`src/rtl/mmio_bus_bridge.sv`:
```
// Memory-side bridge: decodes datapath accesses to external RAM or a peripheral page
// (GPIO out/in, prescaled timer). Timer is built only when MMIO_TIMER_EN is defined.
module mmio_bus_bridge #(
    parameter int GPIO_W   = 8,
    parameter int PRESCALE = 1
) (
    input  logic              clk,
    input  logic              reset,
    input  logic [31:0]       adr,
    input  logic [31:0]       writedata,
    input  logic              memwrite,
    output logic [31:0]       readdata,
    output logic              ram_we,
    input  logic [31:0]       ram_rdata,
    input  logic [GPIO_W-1:0] gpio_in,
    output logic [GPIO_W-1:0] gpio_out,
    output logic              timer_irq
);

    typedef enum logic [2:0] {
        REG_GPIO_OUT     = 3'd0,
        REG_GPIO_IN      = 3'd1,
        REG_TIMER_COUNT  = 3'd2,
        REG_TIMER_CMP    = 3'd3,
        REG_TIMER_STATUS = 3'd4
    } reg_sel_e;

    logic              periph_sel;
    logic              page_ok;
    reg_sel_e          reg_idx;
    logic              wr_gpio;
    logic [GPIO_W-1:0] gpio_sync1;
    logic [GPIO_W-1:0] gpio_sync2;
    logic              unused_bits;

    assign periph_sel = (adr[31:12] == 20'h00001);
    // Only the first eight words of the page are registers; the rest of the page reads 0.
    assign page_ok    = periph_sel && (adr[11:5] == 7'd0);
    assign reg_idx    = reg_sel_e'(adr[4:2]);
    assign ram_we     = memwrite && !periph_sel;
    assign wr_gpio    = memwrite && page_ok && (reg_idx == REG_GPIO_OUT);
    assign unused_bits = ^{adr[1:0], writedata};

    always_ff @(posedge clk or posedge reset) begin
        if (reset) begin
            gpio_out   <= '0;
            gpio_sync1 <= '0;
            gpio_sync2 <= '0;
        end else begin
            gpio_sync1 <= gpio_in;
            gpio_sync2 <= gpio_sync1;
            if (wr_gpio)
                gpio_out <= writedata[GPIO_W-1:0];
        end
    end

`ifdef MMIO_TIMER_EN
    localparam logic [15:0] PRESC_LAST = 16'(PRESCALE - 1);

    logic [15:0] presc;
    logic [31:0] count;
    logic [31:0] cmp;
    logic        match;
    logic        en;
    logic        tick;
    logic        wr_count;
    logic        wr_cmp;
    logic        wr_status;

    assign tick      = en && (presc == PRESC_LAST);
    assign wr_count  = memwrite && page_ok && (reg_idx == REG_TIMER_COUNT);
    assign wr_cmp    = memwrite && page_ok && (reg_idx == REG_TIMER_CMP);
    assign wr_status = memwrite && page_ok && (reg_idx == REG_TIMER_STATUS);
    assign timer_irq = match;

    always_ff @(posedge clk or posedge reset) begin
        if (reset) begin
            presc <= '0;
            count <= '0;
            cmp   <= '1;
            match <= 1'b0;
            en    <= 1'b0;
        end else begin
            if (!en || tick)
                presc <= '0;
            else
                presc <= presc + 16'd1;

            if (wr_cmp)
                cmp <= writedata;
            if (wr_status)
                en <= writedata[1];

            // A software COUNT write suppresses both the increment and the match check;
            // a hardware match set takes precedence over a W1C in the same edge.
            if (wr_count) begin
                count <= writedata;
                if (wr_status && writedata[0])
                    match <= 1'b0;
            end else if (tick && (count == cmp)) begin
                count <= '0;
                match <= 1'b1;
            end else begin
                if (tick)
                    count <= count + 32'd1;
                if (wr_status && writedata[0])
                    match <= 1'b0;
            end
        end
    end
`else
    assign timer_irq = 1'b0;
`endif

    always_comb begin
        readdata = '0;
        if (!periph_sel) begin
            readdata = ram_rdata;
        end else if (page_ok) begin
            case (reg_idx)
                REG_GPIO_OUT:     readdata[GPIO_W-1:0] = gpio_out;
                REG_GPIO_IN:      readdata[GPIO_W-1:0] = gpio_sync2;
`ifdef MMIO_TIMER_EN
                REG_TIMER_COUNT:  readdata = count;
                REG_TIMER_CMP:    readdata = cmp;
                REG_TIMER_STATUS: readdata[1:0] = {en, match};
`endif
                default:          readdata = '0;
            endcase
        end
    end

endmodule
```
`config.mk`:
```
export PLATFORM = sky130hd
export DESIGN_NAME = mmio_bus_bridge
export DESIGN_NICKNAME = d
export VERILOG_FILES = /design/src/rtl/mmio_bus_bridge.sv
export SDC_FILE = /design/constraint.sdc
export NUM_CORES = 1
export LEC_CHECK = 0
export CAP_MARGIN = 20
export CORE_UTILIZATION = 26
export CTS_BUF_LIST = sky130_fd_sc_hd__clkbuf_8
export CTS_CLUSTER_DIAMETER = 100
export DETAILED_ROUTE_END_ITERATION = 10
export GPL_TIMING_DRIVEN = 0
export PLACE_DENSITY_LB_ADDON = 0.08
export SETUP_SLACK_MARGIN = 0.15
export SYNTH_ARGS = -nofsm -noshare
export SYNTH_HDL_FRONTEND = slang
export SYNTH_SLANG_ARGS = --single-unit
```
`constraint.sdc`:
```
create_clock -name clk -period 4 [get_ports clk]
set_clock_uncertainty 0.2 [all_clocks]
set_input_delay 1 -clock clk [delete_from_list [all_inputs] [get_ports clk]]
set_output_delay 1 -clock clk [all_outputs]
set_load 0.02 [all_outputs]
```
==> flow_summary.toml <==
[run_status]
status = "finished clean"

[route]
first_pass_iters = 4
ant_nets = 0
detail_route.wl_per_cell_um = 15.1
finalWirelength_um = 4320
num_vias = 1295
routed_via_density = 4.53
drc = 0
drtIter0Drc = 36

[placement]
place_congestion = 0.758
dp_slack_ns = -0.772
io_buffers = 120
place_inst = 274
hpwlAfterDp_um = 3280

[yosys]
async_reset_ff_share_pct = 100
syn_inst = 102
synth_area_leaders = "dfrtp_1, mux2_2, nor2b_1, mux2i_1, nor2_1"
yosys.area.top_type = "dfrtp_1"
synth.net_count = 209
ys_types = 21
ys.flop_type = "dfrtp_1"
synth-edff-count = 0
synth.top_cell.area_share_pct = 51.0
ys_seq_area_share_pct = 51.0
synth_seq_cells = 24
yosysWarnings = 0
syn_avg_cell_area_um2 = 11.6
syn-cell-area_mm2 = 0.00118

[pwr]
p_comb_share_pct = 27.0
power.density_mw_per_mm2 = 219
vdd_drop_max_uv = 190
p_clk_share_pct = 28.8
p_int_uw = 435
total_power_uw = 571
p_sw_share_pct = 23.9
p_switching_uw = 136
pwr-share-seq_pct = 44.2
leakagePower_nw = 1.18

[critical_path]
cp-start-kind = "primary input"
cp_max_fo = 6
cp.arrival_ns = 2.57
critPathRequiredTime_ns = 2.80
end_kind = "output pin"
critPathKind = "in2out"

[cts]
cts_max_level = 1
cts_tree = "done"
clockBufferDepth = 2
cts_sinks = 24
clockRootBuffer = "clkbuf_8"
postCtsHoldBufs = 0
clkTransAtPathRegs_ns = 0.08
clock_latency_ns = 0.27
numCtsBuffers = 3

[layout]
drive_above_1_share_pct = 22.6
layout.nets = 342
final_common_cell = "clkdlybuf4s50_1"
n_antenna_cell = 0
fillCellCount = 359
utilization_pct = 59.9
area_growth_pct = 121
multi_input_area_um2 = 622
seqCellArea_um2 = 601
fin_cells = 286
layout_common_cells = "clkdlybuf4s50_1, dlygate4sd2_1, nor2b_1"

[timing]
max_freq_mhz = 266
fin_crit_sh_pct = 94.2
finalMaxSlewViolations = 0
setup_viol = 0
worst-slew-pin-transition_ns = 0.879
period_minus_slack_ns = 3.77
tns_ns = 0
hold_viol = 0
setup_ws_ns = 0.234
maxSlewHeadroom_pct = 41.3
rsz0062_at_grt = "no"

[floorplan]
start_util_pct = 27.1
fp.dieArea_mm2 = 0.00481
fp.dieH_um = 69.3
dieWidth_um = 69.3
pin_count = 149
rows = 24
core_area_mm2 = 0.00435

[worst_hold_path]
hold_class = "reg2reg"

[job]
maxCapViolCount = 0

[grt]
grt_pass1_vias = 1435
grt_pass1_wl_um = 6940
grt_usage_pct = 18.5
grt_overflow = 0
antenna_found_initial = 0
grt_max_degree = 25
## registers in the layout, indices dropped and copies added (netlist names)
name,count
gpio_sync1,8
gpio_out,8
gpio_sync2,8
## final timing paths
path / end / start / slack, ns / depth (start not counted)
max: readdata[6] / adr[30] / 0.23 / 6
max in group asynchronous: gpio_sync2[6] / reset / 2.05 / 2
max reg2reg: gpio_out[6] / gpio_out[6] / 3.01 / 1
min in group asynchronous: gpio_sync1[7] / reset / 1.01 / 2
min: gpio_sync2[6] / gpio_sync1[6] / 0.15 / 0
min reg2reg: gpio_sync2[6] / gpio_sync1[6] / 0.15 / 0
## power groups by stage
stage | clock (mW) | sequential (mW) | combinational (mW)
2_1_floorplan | 0 | 0.257 | 0.0504
3_3_place_gp | 0 | 0.257 | 0.162
3_5_place_dp | 0 | 0.258 | 0.164
4_1_cts | 0.167 | 0.253 | 0.154
5_1_grt | 0.178 | 0.253 | 0.165
6_report | 0.164 | 0.252 | 0.155
## synthesized netlist by cell type (3+ instances only)
master and n:
clkbuf_1 3, dfrtp_1 24, mux2_2 15, mux2i_1 8, nor2_1 9, nor2b_1 25
nor4_1 4
## cells by family (layout without fill, tap and decap cells)
kind of cell    Yosys count  in the layout  synth area share, %
other cells               1              1                0.318
simple gates             46             46                 24.1
compound gates            2              2                 1.17
buf+inv                   6            138                 2.33
flops                    24             24                 51.0
mux                      23             23                 21.1
## cell type report
class,instances,share of cell area (%)
inverter,1,0.144
tap,52,2.49
clock buffer,4,2.11
timing repair buffer,128,47.0
multi-input combinational,72,23.8
buffer,5,1.44
sequential,24,23.0
## what timing repair did
item	4_1_cts	5_1_grt
resized for setup	114	8
pin swaps	8	6
setup endpoints to repair	33	33
gates cloned	1	0
buffers inserted	7	0
## per-stage QoR
stage | area [µm²] | hold WS (ns)
final | 2610 | 0.152
after CTS | 2590 | 0.155
after global routing | 2610 | 0.159
after detailed placement | 2440 | 0.136
after floorplan | 1180 | 0.131
after global placement | 2440 | 0.135
## per-layer routing
metal  wire [µm]  GRT usage, %
met1        1620          19.4
met2        2210          33.9
met3         419          5.96
met4          67          7.03
met5           0             0
## critical path, cell delays in order
cell	delay [ns]
dlygate4sd2_1	0.24
or4_4	0.51
nor2_4	0.20
buf_6	0.17
mux2_4	0.31
buf_6	0.13
Power figures use the tool's default switching activity.
